===== src/rtl/id_stage_p_pkg.sv =====
`default_nettype none
// ============================================================================
// Module      : id_stage_p_pkg
// Description : Shared constants for the decode stage: stall-bus bit indices,
//               forwarding slot layout, MIPS opcode/function codes and the
//               branch-kind enumeration.
// Revision    : 1.0 - initial release
// ============================================================================
package id_stage_p_pkg;

  // Stall bus layout: one bit per pipeline boundary, PC first.
  localparam int STALL_W    = 6;
  localparam int STALL_IFID = 1;
  localparam int STALL_IDEX = 2;
  localparam int STALL_EX   = 3;

  localparam int REG_AW = 5;
  localparam int INST_W = 32;

  // One forwarding slot is {we, waddr, wdata}, with we in the MSB.
  function automatic int fwd_slot_w(input int data_w);
    return 1 + REG_AW + data_w;
  endfunction

  // Primary opcodes
  localparam logic [5:0] OP_SPECIAL = 6'h00;
  localparam logic [5:0] OP_REGIMM  = 6'h01;
  localparam logic [5:0] OP_J       = 6'h02;
  localparam logic [5:0] OP_JAL     = 6'h03;
  localparam logic [5:0] OP_BEQ     = 6'h04;
  localparam logic [5:0] OP_BNE     = 6'h05;
  localparam logic [5:0] OP_BLEZ    = 6'h06;
  localparam logic [5:0] OP_BGTZ    = 6'h07;

  // SPECIAL function codes
  localparam logic [5:0] FUNC_JR    = 6'h08;
  localparam logic [5:0] FUNC_JALR  = 6'h09;

  // REGIMM rt selectors
  localparam logic [4:0] RT_BLTZ    = 5'h00;
  localparam logic [4:0] RT_BGEZ    = 5'h01;

  typedef enum logic [3:0] {
    BR_NONE,
    BR_BEQ,
    BR_BNE,
    BR_BGTZ,
    BR_BLEZ,
    BR_BGEZ,
    BR_BLTZ,
    BR_J,
    BR_JAL,
    BR_JR,
    BR_JALR
  } br_kind_e;

endpackage
`default_nettype wire


===== src/rtl/id_stage_p_fwd_mux.sv =====
`default_nettype none
// ============================================================================
// Module      : id_fwd_mux
// Description : Operand bypass for one register source. Register 0 always
//               reads zero; otherwise the lowest-numbered matching forwarding
//               slot wins, falling back to the register file.
// Revision    : 1.0 - initial release
// ============================================================================
module id_fwd_mux
  import id_stage_p_pkg::*;
#(
  parameter int NUM_FWD = 3,
  parameter int DATA_W  = 32
) (
  input  logic [REG_AW-1:0]                   raddr,
  input  logic [DATA_W-1:0]                   rf_rdata,
  input  logic [NUM_FWD*(1+REG_AW+DATA_W)-1:0] fwd_bus,
  output logic [DATA_W-1:0]                   val
);

  localparam int SLOT_W = fwd_slot_w(DATA_W);

  logic [NUM_FWD-1:0] slot_we;
  logic [REG_AW-1:0]  slot_addr [NUM_FWD];
  logic [DATA_W-1:0]  slot_data [NUM_FWD];

  generate
    for (genvar i = 0; i < NUM_FWD; i++) begin : g_slot
      assign slot_we[i]   = fwd_bus[i*SLOT_W + SLOT_W - 1];
      assign slot_addr[i] = fwd_bus[i*SLOT_W + DATA_W +: REG_AW];
      assign slot_data[i] = fwd_bus[i*SLOT_W +: DATA_W];
    end
  endgenerate

  // Scan from the oldest slot down so the youngest (slot 0) match wins.
  always_comb begin
    val = rf_rdata;
    for (int i = NUM_FWD - 1; i >= 0; i--) begin
      if (slot_we[i] && (slot_addr[i] == raddr)) begin
        val = slot_data[i];
      end
    end
    if (raddr == '0) begin
      val = '0;
    end
  end

endmodule
`default_nettype wire


===== src/rtl/id_stage_p.sv =====
`default_nettype none
// ============================================================================
// Module      : id_stage_p
// Description : Instruction decode stage: IF/ID pipeline register, stall-time
//               instruction hold buffer, operand forwarding, load-use
//               interlock and early branch/jump resolution.
// Revision    : 1.0 - initial release
// ============================================================================
module id_stage_p
  import id_stage_p_pkg::*;
#(
  parameter int NUM_FWD  = 3,
  parameter int LOAD_LAT = 1,
  parameter int DATA_W   = 32
) (
  input  logic                                clk,
  input  logic                                resetn,
  input  logic [STALL_W-1:0]                  stall,
  input  logic                                flush,
  input  logic [DATA_W-1:0]                   if_pc,
  input  logic                                if_ce,
  input  logic [INST_W-1:0]                   inst_rdata,
  output logic [REG_AW-1:0]                   rf_raddr1,
  output logic [REG_AW-1:0]                   rf_raddr2,
  input  logic [DATA_W-1:0]                   rf_rdata1,
  input  logic [DATA_W-1:0]                   rf_rdata2,
  input  logic [NUM_FWD*(1+REG_AW+DATA_W)-1:0] fwd_bus,
  input  logic                                ex_is_load,
  output logic                                id_valid,
  output logic [DATA_W-1:0]                   id_pc,
  output logic [INST_W-1:0]                   id_inst,
  output logic [DATA_W-1:0]                   id_rs_val,
  output logic [DATA_W-1:0]                   id_rt_val,
  output logic                                br_taken,
  output logic [DATA_W-1:0]                   br_target,
  output logic                                stallreq
);

  localparam logic [0:0] ST_LIVE = 1'b0;
  localparam logic [0:0] ST_HELD = 1'b1;
  localparam int         CNT_W   = 3;

  logic              ifid_valid;
  logic [DATA_W-1:0] ifid_pc;
  logic [0:0]        hold_state;
  logic [INST_W-1:0] hold_buf;
  logic [CNT_W-1:0]  ld_cnt;

  logic [INST_W-1:0] inst_cur;
  logic [REG_AW-1:0] rs_addr;
  logic [REG_AW-1:0] rt_addr;
  logic [DATA_W-1:0] rs_fwd;
  logic [DATA_W-1:0] rt_fwd;
  logic [REG_AW-1:0] slot0_waddr;
  logic              hazard;
  logic              interlock;
  logic [DATA_W-1:0] pc_plus4;
  logic [DATA_W-1:0] off_target;
  logic [DATA_W-1:0] jmp_target;
  br_kind_e          br_kind;
  logic              br_cond;
  logic [DATA_W-1:0] br_dest;
  logic              rs_neg;
  logic              rs_zero;
  logic              unused_stall;

  // Stall bits for PC, MEM and WB are owned by other stages.
  assign unused_stall = ^{stall[0], stall[STALL_W-1:STALL_EX+1]};

  // IF/ID register: flush beats everything, a stalled ID with a moving EX
  // injects a bubble, otherwise capture or hold.
  always_ff @(posedge clk or negedge resetn) begin
    if (!resetn) begin
      ifid_valid <= 1'b0;
      ifid_pc    <= '0;
    end else if (flush) begin
      ifid_valid <= 1'b0;
    end else if (stall[STALL_IFID] && !stall[STALL_IDEX]) begin
      ifid_valid <= 1'b0;
      ifid_pc    <= '0;
    end else if (!stall[STALL_IFID]) begin
      ifid_valid <= if_ce;
      ifid_pc    <= if_pc;
    end
  end

  // The SRAM output moves on while ID is stalled, so snapshot it on the
  // first stalled cycle and serve it from hold_buf until the stall lifts.
  always_ff @(posedge clk or negedge resetn) begin
    if (!resetn) begin
      hold_state <= ST_LIVE;
      hold_buf   <= '0;
    end else if (flush) begin
      hold_state <= ST_LIVE;
    end else begin
      case (hold_state)
        ST_LIVE: begin
          if (stall[STALL_IFID]) begin
            hold_buf   <= inst_rdata;
            hold_state <= ST_HELD;
          end
        end
        ST_HELD: begin
          if (!stall[STALL_IFID]) begin
            hold_state <= ST_LIVE;
          end
        end
        default: hold_state <= ST_LIVE;
      endcase
    end
  end

  assign inst_cur = (hold_state == ST_HELD) ? hold_buf : inst_rdata;
  assign rs_addr  = inst_cur[25:21];
  assign rt_addr  = inst_cur[20:16];

  id_fwd_mux #(
    .NUM_FWD (NUM_FWD),
    .DATA_W  (DATA_W)
  ) u_fwd_rs (
    .raddr    (rs_addr),
    .rf_rdata (rf_rdata1),
    .fwd_bus  (fwd_bus),
    .val      (rs_fwd)
  );

  id_fwd_mux #(
    .NUM_FWD (NUM_FWD),
    .DATA_W  (DATA_W)
  ) u_fwd_rt (
    .raddr    (rt_addr),
    .rf_rdata (rf_rdata2),
    .fwd_bus  (fwd_bus),
    .val      (rt_fwd)
  );

  // Slot 0 is the EX stage; its destination is known before the load data.
  assign slot0_waddr = fwd_bus[DATA_W +: REG_AW];
  assign hazard      = ifid_valid && ex_is_load && (slot0_waddr != '0) &&
                       ((slot0_waddr == rs_addr) || (slot0_waddr == rt_addr));

  // Extend the interlock for loads whose data arrives later than MEM.
  always_ff @(posedge clk or negedge resetn) begin
    if (!resetn) begin
      ld_cnt <= '0;
    end else if (hazard) begin
      ld_cnt <= CNT_W'(LOAD_LAT - 1);
    end else if ((ld_cnt != '0) && !stall[STALL_EX]) begin
      ld_cnt <= ld_cnt - 1'b1;
    end
  end

  assign interlock = hazard || (ld_cnt != '0);

  assign pc_plus4   = ifid_pc + DATA_W'(4);
  assign off_target = pc_plus4 + {{(DATA_W-18){inst_cur[15]}}, inst_cur[15:0], 2'b00};
  assign jmp_target = {pc_plus4[DATA_W-1:28], inst_cur[25:0], 2'b00};
  assign rs_neg     = rs_fwd[DATA_W-1];
  assign rs_zero    = (rs_fwd == '0);

  // Classify the control-transfer instruction, if any.
  always_comb begin
    br_kind = BR_NONE;
    case (inst_cur[31:26])
      OP_SPECIAL: begin
        if (inst_cur[5:0] == FUNC_JR) begin
          br_kind = BR_JR;
        end else if (inst_cur[5:0] == FUNC_JALR) begin
          br_kind = BR_JALR;
        end
      end
      OP_REGIMM: begin
        if (rt_addr == RT_BLTZ) begin
          br_kind = BR_BLTZ;
        end else if (rt_addr == RT_BGEZ) begin
          br_kind = BR_BGEZ;
        end
      end
      OP_J:    br_kind = BR_J;
      OP_JAL:  br_kind = BR_JAL;
      OP_BEQ:  br_kind = BR_BEQ;
      OP_BNE:  br_kind = BR_BNE;
      OP_BLEZ: br_kind = BR_BLEZ;
      OP_BGTZ: br_kind = BR_BGTZ;
      default: br_kind = BR_NONE;
    endcase
  end

  // Evaluate the branch condition on forwarded operands and pick a target.
  always_comb begin
    br_cond = 1'b0;
    br_dest = '0;
    case (br_kind)
      BR_BEQ:  begin br_cond = (rs_fwd == rt_fwd);   br_dest = off_target; end
      BR_BNE:  begin br_cond = (rs_fwd != rt_fwd);   br_dest = off_target; end
      BR_BGTZ: begin br_cond = !rs_neg && !rs_zero;  br_dest = off_target; end
      BR_BLEZ: begin br_cond = rs_neg || rs_zero;    br_dest = off_target; end
      BR_BGEZ: begin br_cond = !rs_neg;              br_dest = off_target; end
      BR_BLTZ: begin br_cond = rs_neg;               br_dest = off_target; end
      BR_J,
      BR_JAL:  begin br_cond = 1'b1;                 br_dest = jmp_target; end
      BR_JR,
      BR_JALR: begin br_cond = 1'b1;                 br_dest = rs_fwd;     end
      default: begin br_cond = 1'b0;                 br_dest = '0;         end
    endcase
  end

  // Everything except the PC reads as zero while the IF/ID slot is empty.
  assign id_valid  = ifid_valid;
  assign id_pc     = ifid_pc;
  assign id_inst   = ifid_valid ? inst_cur : '0;
  assign rf_raddr1 = ifid_valid ? rs_addr : '0;
  assign rf_raddr2 = ifid_valid ? rt_addr : '0;
  assign id_rs_val = ifid_valid ? rs_fwd : '0;
  assign id_rt_val = ifid_valid ? rt_fwd : '0;
  assign stallreq  = ifid_valid && interlock;
  assign br_taken  = ifid_valid && !interlock && br_cond;
  assign br_target = ifid_valid ? br_dest : '0;

endmodule
`default_nettype wire


===== config.mk =====
export PLATFORM = sky130hd
export DESIGN_NAME = id_stage_p
export DESIGN_NICKNAME = d
export VERILOG_FILES = /design/src/rtl/id_stage_p_pkg.sv /design/src/rtl/id_stage_p_fwd_mux.sv /design/src/rtl/id_stage_p.sv
export SDC_FILE = /design/constraint.sdc
export NUM_CORES = 1
export LEC_CHECK = 0
export BUFFER_PORTS_ARGS = -buffer_cell sky130_fd_sc_hd__buf_2
export CAP_MARGIN = 20
export CORE_AREA = 2 2 166 168
export CTS_CLUSTER_SIZE = 16
export DETAILED_ROUTE_END_ITERATION = 6
export DIE_AREA = 0 0 168 170
export GPL_ROUTABILITY_DRIVEN = 0
export PLACE_DENSITY = 0.62
export RECOVER_POWER = 25
export SLEW_MARGIN = 20
export SYNTH_ARGS = -nofsm -noshare
export SYNTH_HDL_FRONTEND = slang
export SYNTH_SLANG_ARGS = --single-unit

===== constraint.sdc =====
create_clock -name clk -period 6.55 [get_ports clk]
set_clock_uncertainty 0.1 [all_clocks]
set_input_delay 1.31 -clock clk [delete_from_list [all_inputs] [get_ports clk]]
set_output_delay 1.31 -clock clk [all_outputs]
set_load 0.005 [all_outputs]

Yosys cells after proc, flatten, opt, wreduce, memory -nomap -nowiden
Index checks and enable logic that the tools add are counted.
{"block": "word_totals", "reg_bits": 69, "inputBits": 253, "output_inout_bits": 173, "elab_cells": 107}
{"block": "classes", "n_addsub": 3, "eq_ne": 30, "mux": 31, "bitwise_logic": 2, "reduce_logical": 36}
{"cell": "32-bit two-way mux", "n": 15}
{"cell": "32-bit case mux with 3 select lines", "n": 1}
{"cell": "32-bit by 3-bit adder with 32-bit output, second input constant", "n": 1}
{"cell": "32-bit adder", "n": 1}
{"cell": "32-bit == test", "n": 1}
{"cell": "32-bit logical NOT", "n": 1}
{"cell": "32-bit != test", "n": 1}
{"cell": "4-bit case mux with 8 select lines", "n": 1}
{"cell": "5-bit == test", "n": 6}
{"cell": "6-bit by 3-bit == test with 1-bit output, second input constant", "n": 4}
{"cell": "4-bit by 3-bit == test with 1-bit output, second input constant", "n": 4}
{"cell": "1-bit logical AND", "n": 15}
{"cell": "4-bit == test, second input constant", "n": 3}
{"cell": "6-bit by 2-bit == test with 1-bit output, second input constant", "n": 2}
{"cell": "6-bit by 4-bit == test with 1-bit output, second input constant", "n": 2}
{"cell": "3-bit two-way mux", "n": 4}
{"cell": "5-bit logical NOT", "n": 2}
{"cell": "5-bit two-way mux", "n": 2}
{"cell": "4-bit by 2-bit == test with 1-bit output, second input constant", "n": 2}
{"cell": "4-bit two-way mux", "n": 2}
{"cell": "1-bit case mux with 7 select lines", "n": 1}
{"cell": "6-bit by 1-bit == test with 1-bit output, second input constant", "n": 1}
{"cell": "6-bit logical NOT", "n": 1}
{"cell": "6-bit OR reduction", "n": 1}
{"cell": "other kinds (16)", "n": 28}

Depth between registers and ports, before layout
{"block": "logic_depth", "word_depth": 12, "depth_mapped": 19, "ltp_nobuf": 19}

Hierarchy
From an unflattened synthesis, not the netlist that was laid out.
{"block": "unflattened", "cells_unflattened": 1266, "hier_area_um2": 9877.0}
{"module": "id_stage_p", "instances": 1, "cells_per_inst": 838, "area_per_inst_um2": 7211.9}
{"module": "id_fwd_mux", "instances": 2, "cells_per_inst": 214, "area_per_inst_um2": 1332.5}

Worst setup path after synthesis
No wires, ideal clock.
{"block": "synth_timing", "kind": "register to output", "start": "reg hold_state", "end": "out br_target[30]", "arrival_ns": 4.565, "required_time_ns": 5.140, "slack_ns": 0.575, "stages_incl_launch_ff": 19, "path_buffers": 5, "cell_sequence": "dfrtp_1 -> buf_6 -> buf_8 -> buf_1 -> buf_1 -> buf_1 -> mux2_2 -> ha_1 -> o21a_1 -> o21ai_0 -> a21oi_1 -> a41oi_1 -> o31ai_1 -> nand2_1 -> a311oi_1 -> a311o_1 -> a21oi_1 -> nor4b_1 -> a211o_1"}
{"block": "synth_via", "elab_chain_cells": 9}
{"element": "from (decl)", "line_no": "id_stage_p.sv:45", "rtl": "logic [0:0] hold_state;"}
{"element": "from (signal assigned)", "line_no": "id_stage_p.sv:91", "rtl": "hold_state <= ST_LIVE;"}
{"element": "from (signal assigned)", "line_no": "id_stage_p.sv:94", "rtl": "hold_state <= ST_LIVE;"}
{"element": "from (signal assigned)", "line_no": "id_stage_p.sv:100", "rtl": "hold_state <= ST_HELD;"}
{"element": "32-bit two-way mux *", "line_no": "id_stage_p.sv:113", "rtl": "assign inst_cur = (hold_state == ST_HELD) ? hold_buf : inst_rdata;"}
{"element": "6-bit by 4-bit == test with 1-bit output, or another cell as far along", "line_no": "id_stage_p.sv:168", "rtl": "end else if (inst_cur[5:0] == FUNC_JALR) begin"}
{"element": "4-bit two-way mux, or another cell as far along", "line_no": "id_stage_p.sv:168"}
{"element": "4-bit two-way mux, or another cell as far along", "line_no": "id_stage_p.sv:166", "rtl": "if (inst_cur[5:0] == FUNC_JR) begin"}
{"element": "4-bit case mux with 8 select lines or 32-bit two-way mux (tied branches)", "line_no": "id_stage_p.sv:164, id_stage_p_fwd_mux.sv:39"}
{"element": "4-bit by 3-bit == test with 1-bit output, or another cell as far along", "line_no": "id_stage_p.sv:193", "rtl": "case (br_kind)"}
{"element": "6-bit OR reduction (no source line), or another cell as far along"}
{"element": "32-bit case mux with 3 select lines *", "line_no": "id_stage_p.sv:193"}
{"element": "32-bit two-way mux *", "line_no": "id_stage_p.sv:218", "rtl": "assign br_target = ifid_valid ? br_dest : '0;"}
{"element": "to (decl)", "line_no": "id_stage_p.sv:35", "rtl": "output logic [DATA_W-1:0] br_target,"}
Mark *: on every way between the ends. The rest lies on a longest branch, timed or not.

Final worst setup path
{"block": "layout_timing", "start": "in inst_rdata[21]", "end": "out br_taken"}
{"block": "layout_via", "elab_chain_cells": 12}
{"element": "from (decl)", "line_no": "id_stage_p.sv:22", "rtl": "input logic [INST_W-1:0] inst_rdata,"}
{"element": "32-bit two-way mux *", "line_no": "id_stage_p.sv:113"}
{"element": "5-bit == test", "line_no": "id_stage_p_fwd_mux.sv:39", "rtl": "if (slot_we[i] && (slot_addr[i] == raddr)) begin"}
{"element": "1-bit logical AND", "line_no": "id_stage_p_fwd_mux.sv:39"}
{"element": "32-bit two-way mux (3 in a row)", "line_no": "id_stage_p_fwd_mux.sv:39"}
{"element": "32-bit two-way mux", "line_no": "id_stage_p_fwd_mux.sv:43", "rtl": "if (raddr == '0) begin"}
{"element": "32-bit logical NOT", "line_no": "id_stage_p.sv:159", "rtl": "assign rs_zero = (rs_fwd == '0);"}
{"element": "1-bit logical NOT", "line_no": "id_stage_p.sv:196", "rtl": "BR_BGTZ: begin br_cond = !rs_neg && !rs_zero; br_dest = off_target; end"}
{"element": "1-bit logical AND", "line_no": "id_stage_p.sv:196"}
{"element": "1-bit case mux with 7 select lines", "line_no": "id_stage_p.sv:193"}
{"element": "1-bit logical AND *", "line_no": "id_stage_p.sv:217", "rtl": "assign br_taken = ifid_valid && !interlock && br_cond;"}
{"element": "to (decl)", "line_no": "id_stage_p.sv:34", "rtl": "output logic br_taken,"}
Marks and branches as above.

==> results.txt <==
----------------------------------------------------
[Yosys]
  Commonest cells in the synthesized netlist ... 87 x nor2b_1, 81 x xnor2_1, 71 x nor2_1
  Simple-gate share of the synthesized area ... 23.20%
  Most instantiated library cell after synthesis ... nor2b_1
  Dominant register cell in the synthesized netlist ... dfrtp_1
  Share of synthesized registers carrying an async set or reset ... 100.0%
  Number of flops mapped to enable cells by yosys ... 0
  Distinct cell type count of the synthesized netlist ... 68
  Area fraction of the dominant cell type after synthesis ... 19.05%
  Dominant combinational cell family by area after synthesis ... compound AO/OA/AOI/OAI gates
  Post-synthesis instance area ... 9065 sq um
  Mean instance size in the synthesized netlist ... 8.433 sq um
  Multiplexer share of the synthesized area ... 13.91%
  Synthesized-area fraction occupied by adder cells ... 4.638%
  Number of cells produced by synthesis ... 1075
  Post-synthesis share of cell area spent on xor and xnor gates ... 11.01%
  Warnings from Yosys ... 0
  Number of nets produced by synthesis ... 1361
  Sequential element share of the synthesized area ... 19.05%
  Flip-flop and latch count after synthesis ... 69
  Compound-Gate Fraction of Synth Area ... 23.22%
  Library cell occupying the most area in the post-synthesis netlist ... dfrtp_1
  Ranking of synthesized cells by area ... dfrtp_1 19%, mux2_2 8.2%, xnor2_1 7.8%

[Global route]
  Vias in the first global route ... 10414
  Number of antenna violations at the first check in global routing ... 2
  Largest net degree at the start of global routing ... 70
  Combined global-route utilization of all metal layers ... 27.85%
  Total overflow reported by the global router ... 0
  First-pass GRT wire length ... 61550 microns

[Routing]
  Total wire length after detailed routing ... 42610 microns
  Total number of vias ... 10949
  Residual DRC ... 6
  Number of nets still failing antenna checks after routing ... 0
  Wire length per cell ... 22.57 microns
  Post-detailed-route via-to-cell ratio ... 5.799
  Number of search-and-repair iterations in the first detailed-routing pass ... 7
  Iter 0 DRT Violations ... 1418

[Placed design]
  I/O Buffers ... 422
  Post-detail-place hpwl ... 33090 microns
  Placed Instances ... 1832

[Cells and area]
  Core utilization of the finished layout ... 48.26%
  Total Nets Final ... 1827
  Number of filler cells placed in the layout ... 2624
  Non-Filler Instances ... 1888
  Share of layout cells above drive strength 1 ... 43.27%
  Layout overhead on the synthesized area ... 41.88%

[Clock tree]
  Clock root buffer ... clkbuf_16
  Clock tree from TritonCTS ... yes
  TritonCTS sink count ... 69
  Count of hold-fix buffers inserted at cts ... 0
  Clock transition at the registers of the reported paths ... 60 ps
  Maximum level of the CTS H-tree ... 3
  Clock latency on the worst-skew pair ... 340 ps
  Maximum number of buffers from clock root to sink ... 2
  Num CTS Buffers ... 9

[STA]
  Highest clock frequency the design can meet ... 152.9 MHz
  Worst rel slew slack ... -141.1%
  Final worst-path cycle share ... 99.87%
  Number of hold-slack violations in the final timing report ... 0
  Aggregate negative setup slack ... 0 ps
  Setup repair after global routing missed its margin ... yes
  Time the worst path needs with I/O delays and setup ... 6541 ps
  Slew at the pin with the worst max-slew slack ... 3616 ps
  Final setup vio count ... 0
  Number of pins exceeding their max-slew limit in the final report ... 70

[Status]
  Violated checks ... design-rule violations, max-capacitance violations, max-slew violations
  Status ... finished with violations

[Hold path]
  Worst Hold Class ... reg2reg

[Worst setup path]
  Critical path class ... in2out
  Data required time of the critical path ... 5140 ps
  Critical Path End Type ... output port
  Critical Path Fanout Max ... 8
  Signal arrival time at the worst endpoint ... 5130 ps
  Worst setup SP type ... primary input

[Floorplan]
  Total I/O pin count ... 426
  Number of core rows ... 60
  Vertical die dimension ... 170 microns
  Area of the die ... 28560 sq um
  Width of the die ... 168 microns
  Effective utilization at floorplan ... 34.01%
  Area inside the core boundary ... 26650 sq um

[Power and ir drop]
  IR Drop Worst-Case VDD ... 0.1342 mV
  Power density over the cells ... 169.2 nW/um^2
  Leakage power ... 6.222 nW

[Flow run]
  Max-cap violations ... 1

----------------------------------------------------
[power by group]
group	switching, mW	internal, mW
logic	0.582	0.534
registers	0.0659	0.493
clock network	0.203	0.299
[final timing paths]
check | from | end | slack (ps) | depth (start not counted)
max in group asynchronous | resetn | hold_state$_DFF_PN0_ | 1700 | 1
setup reg to reg | hold_state$_DFF_PN0_ | ld_cnt[0]$_DFFE_PN0P_ | 4170 | 7
setup / recovery | inst_rdata[21] | br_taken | 9 | 19
hold / removal | hold_buf[13]$_DFFE_PN0P_ | hold_buf[13]$_DFFE_PN0P_ | 400 | 1
min in group asynchronous | resetn | id_pc[7]$_DFFE_PN0P_ | 2110 | 1
hold reg to reg | hold_buf[13]$_DFFE_PN0P_ | hold_buf[13]$_DFFE_PN0P_ | 400 | 1
[final cells by class]
type,instances,area [sq um],share of cell area (%)
multi-input cells,908,7182,55.84
repair buffers,539,3164,24.60
flip-flops and latches,69,1733,13.47
well taps,341,426.7,3.317
clock buffers,10,229.0,1.780
clock inverters,6,71.32,0.5545
inverters,14,52.55,0.4086
diodes,1,2.502,0.01946
[cells by family (layout without fill, tap and decap cells)]
logic type               count (synthesis)  count (layout)
multiplexers                           111             111
XOR/XNOR                               114             114
AND/OR/NAND/NOR                        377             378
AO/OA/AOI/OAI                          272             272
other                                    0               1
buffers and inverters                   99             569
flip-flops                              69              69
adder cells (fa/ha/maj)                 33              33
[per-layer routing]
| layer | track usage (%) | wire length [microns] |
|---|---|---|
| met1 | 35.37 | 17180 |
| met2 | 48.83 | 20760 |
| met3 | 4.581 | 3238 |
| met4 | 7.713 | 1411 |
| met5 | 0 | 13 |
[sequential cells by signal, summed over array words and instances, names as in the netlist]
| name | flops |
|---|---|
| hold_state | 1 |
| id_pc | 32 |
| hold_buf | 32 |
| id_valid | 1 |
| ld_cnt | 3 |
[through the flow]
step / area, sq um / setup slack [ps] / hold slack [ps] / power (mW)
6_report: 12860 / 8.717 / 404.5 / 2.176
4_1_cts: 12560 / 7.849 / 407.5 / 2.145
3_5_place_dp: 11990 / -608.7 / 391.5 / 1.603
3_3_place_gp: 11980 / -638.6 / 383.5 / 1.587
2_1_floorplan: 9065 / 575.3 / 375.0 / 1.185
5_1_grt: 12860 / -163.5 / 416.8 / 2.299
[critical path, cell delays in order]
cell      delay [ps]
buf_8            100
mux2i_4          250
xnor2_2          120
nor4_2           300
nand3_2          140
buf_12           170
buf_8            130
mux2_1           320
a222oi_1         450
buf_4            190
buf_4             90
buf_4            140
nand4_1           90
or4_1            520
o21ai_1          190
xor2_1           160
a21oi_1          120
o22ai_4          170
buf_2            150
[repair_timing]
item,4_1_cts,5_1_grt
cloned,1,1
setup endpoints to repair,1,3
setup buffers,22,15
gates resized for setup,13,31
pin swaps,15,22
[placed cells by master (no fill, tap or decap), drive strengths merged, types with 13 or more instances in the layout]
cell | netlist | final
a32oi | 25 | 25
and3 | 39 | 39
a21o | 18 | 18
ha | 32 | 32
buf | 25 | 536
nor2b | 87 | 87
nand2 | 34 | 34
nand4 | 21 | 21
o22ai | 16 | 16
nor2 | 71 | 72
inv | 14 | 16
and2 | 19 | 19
a221o | 24 | 24
or3 | 25 | 25
a221oi | 15 | 15
dfrtp | 69 | 69
a22o | 33 | 33
xor2 | 33 | 33
a222oi | 32 | 32
nand3 | 27 | 27
xnor2 | 81 | 81
mux2 | 81 | 81
o21ai | 23 | 23
a21oi | 46 | 46
nand2b | 15 | 15
clkbuf | 60 | 13
mux2i | 30 | 30
No activity file was read; power rests on OpenSTA's default activity.
